===== config.mk =====
export PLATFORM = sky130hd
export DESIGN_NAME = spi_tx_arbiter
export DESIGN_NICKNAME = d
export VERILOG_FILES = /design/src/rtl/spi_tx_arbiter.sv
export SDC_FILE = /design/constraint.sdc
export NUM_CORES = 1
export LEC_CHECK = 0
export CELL_PAD_IN_SITES_DETAIL_PLACEMENT = 1
export CELL_PAD_IN_SITES_GLOBAL_PLACEMENT = 2
export CORE_UTILIZATION = 28
export CTS_CLUSTER_DIAMETER = 40
export CTS_CLUSTER_SIZE = 28
export DETAILED_ROUTE_END_ITERATION = 10
export GPL_TIMING_DRIVEN = 0
export PLACE_DENSITY_LB_ADDON = 0.1
export SLEW_MARGIN = 20
export SYNTH_ARGS = -nofsm -noshare
export SYNTH_HDL_FRONTEND = slang
export SYNTH_SLANG_ARGS = --single-unit

===== constraint.sdc =====
create_clock -name clk -period 1.85 [get_ports clk]
set_input_delay 0.555 -clock clk [delete_from_list [all_inputs] [get_ports clk]]
set_output_delay 0.555 -clock clk [all_outputs]
set_load 0.1 [all_outputs]

===== src/rtl/spi_tx_arbiter.sv =====
// Round-robin arbiter that serialises one byte at a time from N_REQ
// requesters onto a shared SPI slave MISO line, LSB first. SCLK and CS
// come from an external master and are resynchronised into clk.
module spi_tx_arbiter #(
  parameter int N_REQ       = 3,
  parameter int SYNC_STAGES = 2
) (
  input  logic                       clk,
  input  logic                       rst_n,
  input  logic                       SCLK,
  input  logic                       CS,
  input  logic [N_REQ-1:0]           req,
  input  logic [8*N_REQ-1:0]         data_in,
  output logic [N_REQ-1:0]           grant,
  output logic [N_REQ-1:0]           done,
  output logic                       MISO,
  output logic                       busy,
  output logic [$clog2(N_REQ)-1:0]   cur_id
);

  localparam int IW = $clog2(N_REQ);

  typedef enum logic [1:0] {IDLE, LOAD, SHIFT, DONE} state_t;

  state_t                 state, state_n;
  logic [SYNC_STAGES-1:0] sclk_sync, cs_sync;
  logic                   sclk_prev, cs_prev;
  logic                   sclk_s, cs_s;
  logic                   sclk_rise, cs_fall;
  logic [IW-1:0]          last_winner, id_q, winner;
  logic                   found;
  logic [7:0]             shift_reg;
  logic [2:0]             bit_cnt;

  assign sclk_s    = sclk_sync[SYNC_STAGES-1];
  assign cs_s      = cs_sync[SYNC_STAGES-1];
  assign sclk_rise = sclk_s & ~sclk_prev & cs_s;
  assign cs_fall   = cs_prev & ~cs_s;

  // Synchronizer chains plus one extra flop each for edge detection
  always_ff @(posedge clk or negedge rst_n) begin
    if (!rst_n) begin
      sclk_sync <= '0;
      cs_sync   <= '0;
      sclk_prev <= 1'b0;
      cs_prev   <= 1'b0;
    end else begin
      sclk_sync <= {sclk_sync[SYNC_STAGES-2:0], SCLK};
      cs_sync   <= {cs_sync[SYNC_STAGES-2:0], CS};
      sclk_prev <= sclk_s;
      cs_prev   <= cs_s;
    end
  end

  // Round-robin search starting just after the last completed winner
  always_comb begin
    winner = '0;
    found  = 1'b0;
    for (int unsigned i = 1; i <= N_REQ; i++) begin
      if (!found && req[(32'(last_winner) + i) % N_REQ]) begin
        found  = 1'b1;
        winner = IW'((32'(last_winner) + i) % N_REQ);
      end
    end
  end

  // State register
  always_ff @(posedge clk or negedge rst_n) begin
    if (!rst_n) state <= IDLE;
    else        state <= state_n;
  end

  // Next-state logic; abort only counts once at least one bit has gone out
  always_comb begin
    state_n = state;
    case (state)
      IDLE:  if (found) state_n = LOAD;
      LOAD:  state_n = SHIFT;
      SHIFT: begin
        if (sclk_rise && bit_cnt == 3'd7)   state_n = DONE;
        else if (cs_fall && bit_cnt != '0)  state_n = IDLE;
      end
      DONE:  state_n = IDLE;
      default: state_n = IDLE;
    endcase
  end

  // Datapath: owner id, byte latch, bit counter, round-robin pointer
  always_ff @(posedge clk or negedge rst_n) begin
    if (!rst_n) begin
      id_q        <= '0;
      shift_reg   <= '0;
      bit_cnt     <= '0;
      last_winner <= IW'(N_REQ - 1);
    end else begin
      case (state)
        IDLE:  if (found) id_q <= winner;
        LOAD: begin
          shift_reg <= data_in[{id_q, 3'b000} +: 8];
          bit_cnt   <= '0;
        end
        SHIFT: if (sclk_rise) bit_cnt <= bit_cnt + 3'd1;
        DONE:  last_winner <= id_q;
        default: ;
      endcase
    end
  end

  // Moore outputs; bit_cnt wraps on the 8th rise so DONE shows bit 7 explicitly
  always_comb begin
    grant  = '0;
    done   = '0;
    MISO   = 1'b0;
    busy   = (state != IDLE);
    cur_id = (state == IDLE) ? '0 : id_q;
    case (state)
      LOAD:  grant = N_REQ'(1) << id_q;
      SHIFT: MISO  = shift_reg[bit_cnt];
      DONE: begin
        MISO = shift_reg[7];
        done = N_REQ'(1) << id_q;
      end
      default: ;
    endcase
  end

endmodule


After elaboration in Yosys (flattened, before gate mapping)
Index checks and enable logic that the tools add are counted.
{"block": "totals", "register_bits": 23, "in_bits": 31, "out_inout_bits": 10, "elab_cells": 71}
{"block": "classes", "add_sub_neg": 4, "n_div": 3, "order_cmp": 4, "eq_ne": 7, "n_shift": 2, "n_mux": 24, "bitwise_logic": 5, "n_reduce_logical": 13}
{"op": "32-bit by 3-bit less-than comparator with 1-bit output, second input constant", "count": 3}
{"op": "32-bit by 2-bit remainder unit with 32-bit output, second input constant", "count": 3}
{"op": "24-bit by 6-bit variable part select with 8-bit output", "count": 1}
{"op": "2-bit 2-to-1 mux", "count": 7}
{"op": "3-bit 2-to-1 mux", "count": 3}
{"op": "2-bit one-hot mux with 4 select lines", "count": 1}
{"op": "1-bit 2-to-1 mux", "count": 7}
{"op": "2-bit by 2-bit adder with 3-bit output, second input constant", "count": 2}
{"op": "1-bit binary-select mux with 2-bit select", "count": 3}
{"op": "3-bit one-hot mux with 2 select lines", "count": 1}
{"op": "2-bit AND reduction", "count": 3}
{"op": "2-bit equality test, second input constant", "count": 2}
{"op": "1-bit logical AND", "count": 4}
{"op": "3-bit by 4-bit less-than comparator with 1-bit output, second input constant", "count": 1}
{"op": "2-bit inequality test, second input constant", "count": 2}
{"op": "2-bit nonzero test", "count": 2}
{"op": "2-bit by 1-bit adder with 3-bit output, second input constant", "count": 1}
{"op": "3-bit by 1-bit adder with 3-bit output, second input constant", "count": 1}
{"op": "1-bit AND", "count": 3}
{"op": "1-bit binary-select mux with 3-bit select", "count": 1}
{"op": "3-bit equality test, second input constant", "count": 1}
{"op": "3-bit inequality test, second input constant", "count": 1}
{"op": "3-bit nonzero test", "count": 1}
{"op": "1-bit by 2-bit << shifter with 3-bit output, first input constant", "count": 1}
{"op": "other kinds (5)", "count": 7}

Longest topological paths before layout
{"block": "depth", "word_depth": 13, "ltp_mapped": 7, "mapped_depth_nobuf": 6}

Least setup slack after synthesis
No wires, ideal clock.
{"block": "synth_path", "path_kind": "reg-to-output", "from": "register state[1]", "to": "output grant[2]", "t_arrival_ns": 2.841, "required_time_ns": 1.295, "path_slack_ns": -1.546, "path_stages_with_launch": 4, "n_path_buf": 1, "cell_sequence": "dfrtp_1 -> nand2b_1 -> clkbuf_1 -> nor3_1"}
{"block": "synth_via", "elab_chain_len": 2}
{"element": "start, declared", "line": "25", "text": "state_t state, state_n;"}
{"element": "start signal, assigned", "line": "70", "text": "else state <= state_n;"}
{"element": "2-bit by 1-bit equality test with 1-bit output", "line": "116", "text": "case (state)"}
{"element": "3-bit 2-to-1 mux", "line": "116"}
{"element": "end, declared", "line": "14", "text": "output logic [N_REQ-1:0] grant,"}
Every way passes these cells.

Final worst setup path
{"block": "layout_path", "from": "register bit_cnt[0]", "to": "output MISO"}
{"block": "layout_via", "elab_chain_len": 3}
{"element": "start, declared", "line": "33", "text": "logic [2:0] bit_cnt;"}
{"element": "start signal, assigned", "line": "102", "text": "SHIFT: if (sclk_rise) bit_cnt <= bit_cnt + 3'd1;"}
{"element": "1-bit binary-select mux with 3-bit select", "line": "118", "text": "SHIFT: MISO = shift_reg[bit_cnt];"}
{"element": "1-bit 2-to-1 mux (implied by the code)", "line": "118"}
{"element": "1-bit one-hot mux with 2 select lines", "line": "116"}
{"element": "end, declared", "line": "16", "text": "output logic MISO,"}
Every way passes these cells. The select of a mux whose other input is x is not followed.

==> run_results.csv <==
group,metric,value,unit
status,outcome,"finished, violations left",
status,violations,"design-rule violations, negative setup slack",
worst_setup_path,path_max_fanout,3,
worst_setup_path,required,1.29,ns
worst_setup_path,worst-setup-path-type,"flop to output pin",
synth,yosys-top-cells-area,"dfrtp_1 (41%), mux2i_1 (6.0%), ha_1 (5.6%), nand2_1 (5.0%), o21ai_1 (3.7%)",
clocking,cts_buffer_depth,2,
cells_and_area,final_nets,238,
timing,layout_min_cycle_time,2.20,ns
pwr,fin_total_pwr,0.00419,W
floorplan,core_region_area,4470,µm²
timing,hold_viol_final,0,
floorplan,die_x,71.3,µm
hold_path,min_path_type,"primary input to async pin",
timing,fin_worst_hold_slack,0.255,ns
cells_and_area,drive_gt1_share,35.0,%
timing,fin_tns_setup,-0.506,ns
cells_and_area,final_util,52.1,%
route,wirelength,3790,µm
grt,grt_overflow,0,
floorplan,num_io_pins,41,
synth,ys_seq_area_share,42.9,%
grt,grt_use_total,16.2,%
placement,place_hpwl,2780,µm
floorplan,die_area,5090,µm²
placement,port_buffers,40,
clocking,clkTransAtPathRegs,0.08,ns
worst_setup_path,r2r_setup_slack,0.10,ns
clocking,cts_made_buffers,3,
clocking,clk_latency,0.26,ns
floorplan,die_y,71.3,µm
synth,synth_cell_type_count,34,
worst_setup_path,slowest_delay,0.54,ns
synth,syn-cell-area,1350,µm²
timing,setup_violations,6,
grt,grt_pass1_vias,1278,
synth,synth.most_common_cell,"dfrtp_1",
cells_and_area,diodes,0,
clocking,root_buffer,"clkbuf_8",
cells_and_area,largest_reg_flops,8,
synth,yosys.area.top_type,"dfrtp_1",
synth,yosysWarnings,0,
clocking,cts_tree,"yes",
synth,synth-seq-cells,23,
pwr,power.leakage,0.984,nW
synth,netlist.area_leader.share,40.9,%
timing,maxSlewHeadroom,65.8,%
route,route.detailed.drc,1,
worst_setup_path,worstPathCellList,"mux4_2 -> mux2i_4 -> a21oi_4 -> buf_12",
route,vias,1230,
timing,setup_slack,-0.353,ns
grt,grt_pass1_wl,6360,µm
timing,min_period_over_period,119,%
floorplan,num_rows,24,
placement,pre_cts_slack,-1.01,ns
timing,slew_viol_final,0,
grt,grt_start_max_net_pins,24,
route,viasPerCell,4.88,
route,ant_nets,0,
floorplan,initial_utilization,30.1,%
synth,netlist_instances,138,
synth,synth-main-ff-cell,"dfrtp_1",
worst_setup_path,crit_path_start_kind,"flop",
route,drt_pass1_iterations,6,
synth,synth_nets,175,
synth,avgSynthCellArea,9.75,µm²
clocking,cts_num_sinks,23,
synth,synthArstFlopShare,100,%
cells_and_area,syn_to_final_growth,73.3,%
worst_setup_path,worstRegToRegCells,6,
worst_setup_path,critPathCaptureType,"output pin",
pwr,ir_drop,1090,µV
worst_setup_path,slowest_stage,"mux4_2",
pwr,power.density,1800,nW/µm²
worst_setup_path,worst-path-stages,4,
worst_setup_path,crit_family,"multiplexers",
timing,rsz0062_at_grt,"true",
clocking,cts_hold_buffers,0,
timing,fmax,0.454,GHz
placement,gp_congestion,0.823,
grt,antenna_found_initial,0,
synth,ys_top_cells_by_count,"dfrtp_1 (22), nand2_1 (18), o21ai_1 (10)",
timing,skew,0.00358,ns
clocking,h-tree-depth,1,
worst_setup_path,path_buf_inv,1,
run,drv_cap,0,
route,drt_iter0_drc,28,
synth,synth-edff-count,0,
worst_setup_path,worstPathArrival,1.65,ns
timing,tightestPinTransition,0.514,ns
route,wl_per_cell,15.0,µm
==> stage by stage <==
step	area (µm²)	std cells
floorplan	1470	138
global placement	1930	230
detailed placement	1930	230
CTS	2190	245
global route	2330	252
finish	2330	252
==> layout make-up <==
type | count | area, µm²
flip-flops and latches | 23 | 581
clock inverters | 1 | 5.00
inverters | 9 | 43.8
plain buffers | 4 | 52.6
multi-input cells | 100 | 857
well taps | 52 | 65.1
fillers | 486 | 2140
clock buffers | 3 | 41.3
repair buffers | 60 | 686
==> placed cells by master (no fill, tap or decap), drive strengths merged, types with 2 or more instances in the layout <==
cell type	count
a22oi	6
nor3	5
mux4	2
mux2	2
inv	9
a21boi	2
dlymetal6s2s	2
buf	34
ha	6
nor2	10
nor2b	4
nand2b	4
a21oi	8
nand2	18
clkbuf	4
o21ai	15
dfrtp	22
mux2i	8
clkdlybuf4s50	27
==> power breakdown <==
group          switching, W  internal (W)  total, W
Sequential         0.000140      0.000681  0.000821
Clock              0.000159      0.000150  0.000309
Combinational       0.00166       0.00140   0.00306
==> layer usage <==
| layer | vias up | global-route usage, % | wire length, µm | part of all wire, % |
|---|---|---|---|---|
| met5 | - | 0 | 0 | 0 |
| met4 | 0 | 2.67 | 19 | 0.50 |
| met3 | 2 | 3.52 | 111 | 2.9 |
| met2 | 24 | 27.4 | 1990 | 53 |
| met1 | 593 | 21.8 | 1660 | 44 |
| li1 | 611 | - | - | - |
==> kinds of logic (layout without fill, tap and decap cells) <==
family / count (synthesis) / count (layout) / synth area share [%]
mux: 12 / 12 / 11.0
fa+ha+maj: 6 / 6 / 5.58
simple gates: 43 / 43 / 15.4
compound gates: 39 / 39 / 20.0
buf+inv: 15 / 77 / 5.12
flops: 23 / 23 / 42.9
==> repair_timing <==
action,CTS,global route
setup endpoints to repair,11,12
gates resized for setup,101,20
pin swaps,4,7
buffers inserted,12,8
==> worst paths after layout <==
check / startpoint / to
hold reg to reg: sclk_sync[0] / sclk_sync[1]
setup / recovery: bit_cnt[0] / MISO
max in group asynchronous: rst_n / bit_cnt[0]
hold / removal: rst_n / sclk_sync[1]
min in group clk: sclk_sync[0] / sclk_sync[1]
setup reg to reg: last_winner[1] / id_q[0]
(Power assumes the default switching activity.)
